$ cat src/rtl/slave_port_initiator.sv
// slave_port_initiator: one-lane cmd/rsp master for an accelerator slave memory port; SLAVE_PORT_INITIATOR_TIMEOUT_EN adds a timeout abort
module slave_port_initiator #(
  parameter int ADDR_W = 7,
  parameter int DATA_W = 8,
  parameter int SIZE_W = 4,
  parameter int TIMEOUT = 64
) (
  input  logic              clock,
  input  logic              reset,
  input  logic              cmd_valid,
  output logic              cmd_ready,
  input  logic              cmd_we,
  input  logic [ADDR_W-1:0] cmd_addr,
  input  logic [DATA_W-1:0] cmd_wdata,
  input  logic [SIZE_W-1:0] cmd_size,
  output logic              rsp_valid,
  input  logic              rsp_ready,
  output logic [DATA_W-1:0] rsp_rdata,
  output logic              rsp_error,
  output logic              S_oe_ram,
  output logic              S_we_ram,
  output logic [ADDR_W-1:0] S_addr_ram,
  output logic [DATA_W-1:0] S_Wdata_ram,
  output logic [SIZE_W-1:0] S_data_ram_size,
  input  logic [DATA_W-1:0] Sout_Rdata_ram,
  input  logic              Sout_DataRdy
);
  typedef enum logic [1:0] {IDLE, REQ, RESP} state_t;
  state_t state;
  if (TIMEOUT < 1 || TIMEOUT > 65535) begin : g_bad_timeout
    $error("TIMEOUT out of range");
  end
  // sizes above DATA_W wrap the shifted one out of range, leaving an all-ones mask
  function automatic logic [DATA_W-1:0] mask_of(input logic [SIZE_W-1:0] s);
    mask_of = DATA_W'(((DATA_W+1)'(1) << s) - (DATA_W+1)'(1));
  endfunction
`ifdef SLAVE_PORT_INITIATOR_TIMEOUT_EN
  logic [15:0] cnt;
`else
  assign rsp_error = 1'b0;
`endif
  always_ff @(posedge clock or posedge reset)
    if (reset) begin
      state <= IDLE;
      cmd_ready <= 1'b0;
      rsp_valid <= 1'b0;
      rsp_rdata <= '0;
      S_oe_ram <= 1'b0;
      S_we_ram <= 1'b0;
      S_addr_ram <= '0;
      S_Wdata_ram <= '0;
      S_data_ram_size <= '0;
`ifdef SLAVE_PORT_INITIATOR_TIMEOUT_EN
      rsp_error <= 1'b0;
      cnt <= '0;
`endif
    end else
      case (state)
        IDLE: begin
          cmd_ready <= 1'b1;
          if (cmd_valid && cmd_ready) begin
            cmd_ready <= 1'b0;
            S_oe_ram <= ~cmd_we;
            S_we_ram <= cmd_we;
            S_addr_ram <= cmd_addr;
            S_Wdata_ram <= cmd_we ? cmd_wdata & mask_of(cmd_size) : '0;
            S_data_ram_size <= cmd_size;
`ifdef SLAVE_PORT_INITIATOR_TIMEOUT_EN
            cnt <= '0;
`endif
            state <= REQ;
          end
        end
        REQ:
          if (Sout_DataRdy) begin
            rsp_rdata <= S_we_ram ? '0 : Sout_Rdata_ram & mask_of(S_data_ram_size);
            rsp_valid <= 1'b1;
            S_oe_ram <= 1'b0;
            S_we_ram <= 1'b0;
`ifdef SLAVE_PORT_INITIATOR_TIMEOUT_EN
            rsp_error <= 1'b0;
`endif
            state <= RESP;
          end
`ifdef SLAVE_PORT_INITIATOR_TIMEOUT_EN
          else if (cnt == 16'(TIMEOUT - 1)) begin
            rsp_rdata <= '0;
            rsp_error <= 1'b1;
            rsp_valid <= 1'b1;
            S_oe_ram <= 1'b0;
            S_we_ram <= 1'b0;
            state <= RESP;
          end else cnt <= cnt + 16'd1;
`endif
        RESP:
          if (rsp_ready) begin
            rsp_valid <= 1'b0;
            cmd_ready <= 1'b1;
            state <= IDLE;
          end
        default: state <= IDLE;
      endcase
endmodule

$ cat config.mk
export PLATFORM = sky130hd
export DESIGN_NAME = slave_port_initiator
export DESIGN_NICKNAME = d
export VERILOG_FILES = /design/src/rtl/slave_port_initiator.sv
export SDC_FILE = /design/constraint.sdc
export NUM_CORES = 1
export LEC_CHECK = 0
export CORE_MARGIN = 8
export CORE_UTILIZATION = 41
export DETAILED_ROUTE_END_ITERATION = 6
export PLACE_DENSITY = 0.77
export SLEW_MARGIN = 20
export SYNTH_ARGS = -nofsm -noshare
export SYNTH_HDL_FRONTEND = slang
export SYNTH_SLANG_ARGS = --single-unit
$ cat constraint.sdc
create_clock -name clock -period 3.5 [get_ports clock]
set_clock_uncertainty 0.2 [all_clocks]
set_input_delay 0.525 -clock clock [delete_from_list [all_inputs] [get_ports clock]]
set_output_delay 0.525 -clock clock [all_outputs]
set_load 0.03 [all_outputs]
==> flow_metrics.py <==
metrics = {
    "floorplanning": {
        "die_h_microns": 78.6,
        "ioPinCount": 65,
        "fp.dieW_microns": 78.6,
        "std_cell_rows": 22,
        "coreArea_sq_mm": 0.00372,
        "start_util_pct": 43.2,
        "die_area_sq_mm": 0.00617,
    },
    "final_layout": {
        "final_nets": 262,
        "drive_above_1_share_pct": 5.73,
        "fin_area_sq_mm": 0.00233,
        "final_cell_mix": "63 x clkdlybuf4s50_1, 51 x nand2_1, 33 x dfrtp_1, 8 x o21ai_0, 6 x clkbuf_8",
        "syn2layout_area_growth_pct": 45.0,
        "utilization_pct": 62.6,
        "diodes": 0,
        "final_common_cell": "clkdlybuf4s50_1",
    },
    "routing": {
        "postRouteAntennaNets": 0,
        "first_pass_iters": 4,
        "avgRoutedWirePerCell_microns": 14.5,
        "via_per_inst": 5.01,
        "route.detailed.drc": 0,
        "wirelength_mm": 4.00,
        "vias": 1379,
        "drtIter0Drc": 50,
    },
    "yosys": {
        "avgSynthCellArea_sq_um": 9.61,
        "synth_xor_area_share_pct": 1.09,
        "synth_cells": 167,
        "synth_top_family_by_area": "simple AND/OR/NAND/NOR gates",
        "muxShareOfSynthArea_pct": 1.25,
        "synth_fa_ha_area_share_pct": 1.56,
        "synthArstFlopShare_pct": 100,
        "ys_seq_elements": 33,
        "synth_ff_type": "dfrtp_1",
        "syn_nets": 202,
        "synth_edf_count": 0,
        "synth.distinct_cells": 38,
        "ys_seq_area_share_pct": 51.5,
        "ys_warn_count": 0,
        "synth_compound_area_share_pct": 13.2,
        "synth_area_sq_mm": 0.00160,
        "synth-simple-area-share_pct": 25.0,
    },
    "job": {
        "max-cap-violations": 0,
    },
    "sta": {
        "timing.fmax_mhz": 432,
        "fin_tns_setup_ns": 0,
        "grt_setup_unrepaired": "no",
        "hold_viol": 0,
        "period_share_pct": 66.1,
        "period_minus_slack_ns": 2.31,
        "setup_viol": 0,
        "worst_pin_slew_ns": 0.887,
        "slew_viol_final": 0,
        "max-slew-margin-rel_pct": 40.8,
    },
    "worst_setup_path": {
        "startpoint_type": "flip-flop",
        "crit_arrival_ns": 1.59,
        "cp-end-kind": "primary output",
        "crit_chain": "clkdlybuf4s50_1",
        "slowest_delay_ns": 0.75,
        "critPathKind": "reg2out",
        "slowest_stage": "clkdlybuf4s50_1",
        "cp_num_buf_inv": 1,
        "worstPathMaxFanout": 9,
        "critPathTopFamily": "buffers and inverters",
        "required_ns": 2.77,
    },
    "placement": {
        "dp_hpwl_mm": 2.91,
        "numPortBuffers": 63,
        "placedInstanceArea_sq_mm": 0.00224,
        "gp_congestion": 0.738,
    },
    "clocking": {
        "cts_buffers": 5,
        "insertion_delay_ns": 0.29,
        "clkSinkCount": 33,
        "cts_buffer_depth": 2,
        "ctsResizeCount": 0,
        "htreeDepth": 2,
        "ctsHoldBuffers": 0,
        "cts-root-buf": "clkbuf_8",
        "path_clk_slew_ns": 0.06,
        "post_cts_buffers": 0,
        "cts_tree": "yes",
    },
    "global_route": {
        "grt_pass1_vias": 1453,
        "grt_usage_pct": 13.9,
        "grt_max_degree": 34,
        "antenna_found_initial": 0,
        "grt_pass1_wl_mm": 6.91,
        "overflow": 0,
    },
    "power_and_ir_drop": {
        "power.density_mw_per_mm2": 904,
        "finalPower_uw": 2100,
        "ir_drop_mv": 0.470,
        "p_leak_uw": 0.00103,
    },
    "status": {
        "status": "finished, final reports clean",
    },
    "min_path": {
        "hp-class": "reg2reg",
    },
}
[state kept, by name (all words and copies together) (netlist names)]
name,flops
S_Wdata_ram,8
S_addr_ram,7
S_data_ram_size,4
S_oe_ram,1
S_we_ram,1
cmd_ready,1
rsp_rdata,8
rsp_valid,1
state,2
[cell type report]
| type | count | area, sq um |
|---|---|---|
| clock buffers | 7 | 86.3 |
| fillers | 325 | 1390 |
| inverters | 4 | 15.0 |
| multi-input cells | 118 | 693 |
| flip-flops and latches | 33 | 826 |
| well taps | 48 | 60.1 |
| repair buffers | 65 | 646 |
[Yosys cell counts (2+ instances only)]
master / n / area share, %
ha_1: 2 / 1.6
nand3b_1: 4 / 1.9
o211ai_1: 2 / 0.94
a21oi_1: 5 / 1.6
buf_2: 5 / 1.6
and2_1: 3 / 1.2
xnor2_1: 2 / 1.1
dfrtp_1: 33 / 51
a22o_1: 2 / 1.1
buf_4: 3 / 1.4
nor2_1: 5 / 1.2
nand2_1: 51 / 12
o21ai_0: 8 / 2.5
nand2b_1: 2 / 0.78
o21a_1: 2 / 0.94
buf_6: 3 / 2.1
o2111ai_1: 2 / 1.1
inv_1: 4 / 0.94
nor3_1: 4 / 1.2
a32o_1: 3 / 1.9
mux2i_1: 2 / 1.2
nand3_1: 4 / 1.2
[final timing paths]
check,startpoint,to,slack (ns),cells after the start
max in group asynchronous,reset,S_Wdata_ram[5],2.37,3
max reg2reg,S_data_ram_size[3],rsp_rdata[6],1.42,5
min,rsp_rdata[1],rsp_rdata[1],0.27,2
max,S_data_ram_size[3],S_data_ram_size[3],1.19,1
min in group asynchronous,reset,rsp_rdata[3],0.42,3
min reg2reg,rsp_rdata[1],rsp_rdata[1],0.27,2
[layer usage]
| layer | wire length [microns] | track usage, % | vias up |
|---|---|---|---|
| met5 | 0 | 0 | - |
| met4 | 75 | 6.67 | 0 |
| met3 | 530 | 8.31 | 7 |
| met2 | 1690 | 20.5 | 51 |
| met1 | 1700 | 15.8 | 635 |
| li1 | - | - | 686 |
[cells by family (layout without fill, tap and decap cells)]
family | after synthesis | after routing
simple gates | 81 | 81
flops | 33 | 33
compound gates | 30 | 30
buf+inv | 16 | 76
fa+ha+maj | 2 | 2
xor+xnor | 2 | 2
mux | 2 | 2
other cells | 1 | 1
[stage by stage]
step | setup slack, ns | instances | hold slack (ns)
floorplan | 1.43 | 167 | 0.317
global placement | 1.02 | 268 | 0.258
detailed placement | 0.970 | 268 | 0.258
CTS | 1.17 | 275 | 0.278
global route | 1.11 | 275 | 0.297
finish | 1.19 | 275 | 0.271
[where the power goes]
part | internal [uW] | switching (uW) | leakage (uW)
logic | 482 | 616 | 0.000569
registers | 551 | 162 | 0.000420
clock network | 156 | 136 | 0.0000443
total | 1190 | 914 | 0.00103
No activity file was read; power rests on OpenSTA's default activity.
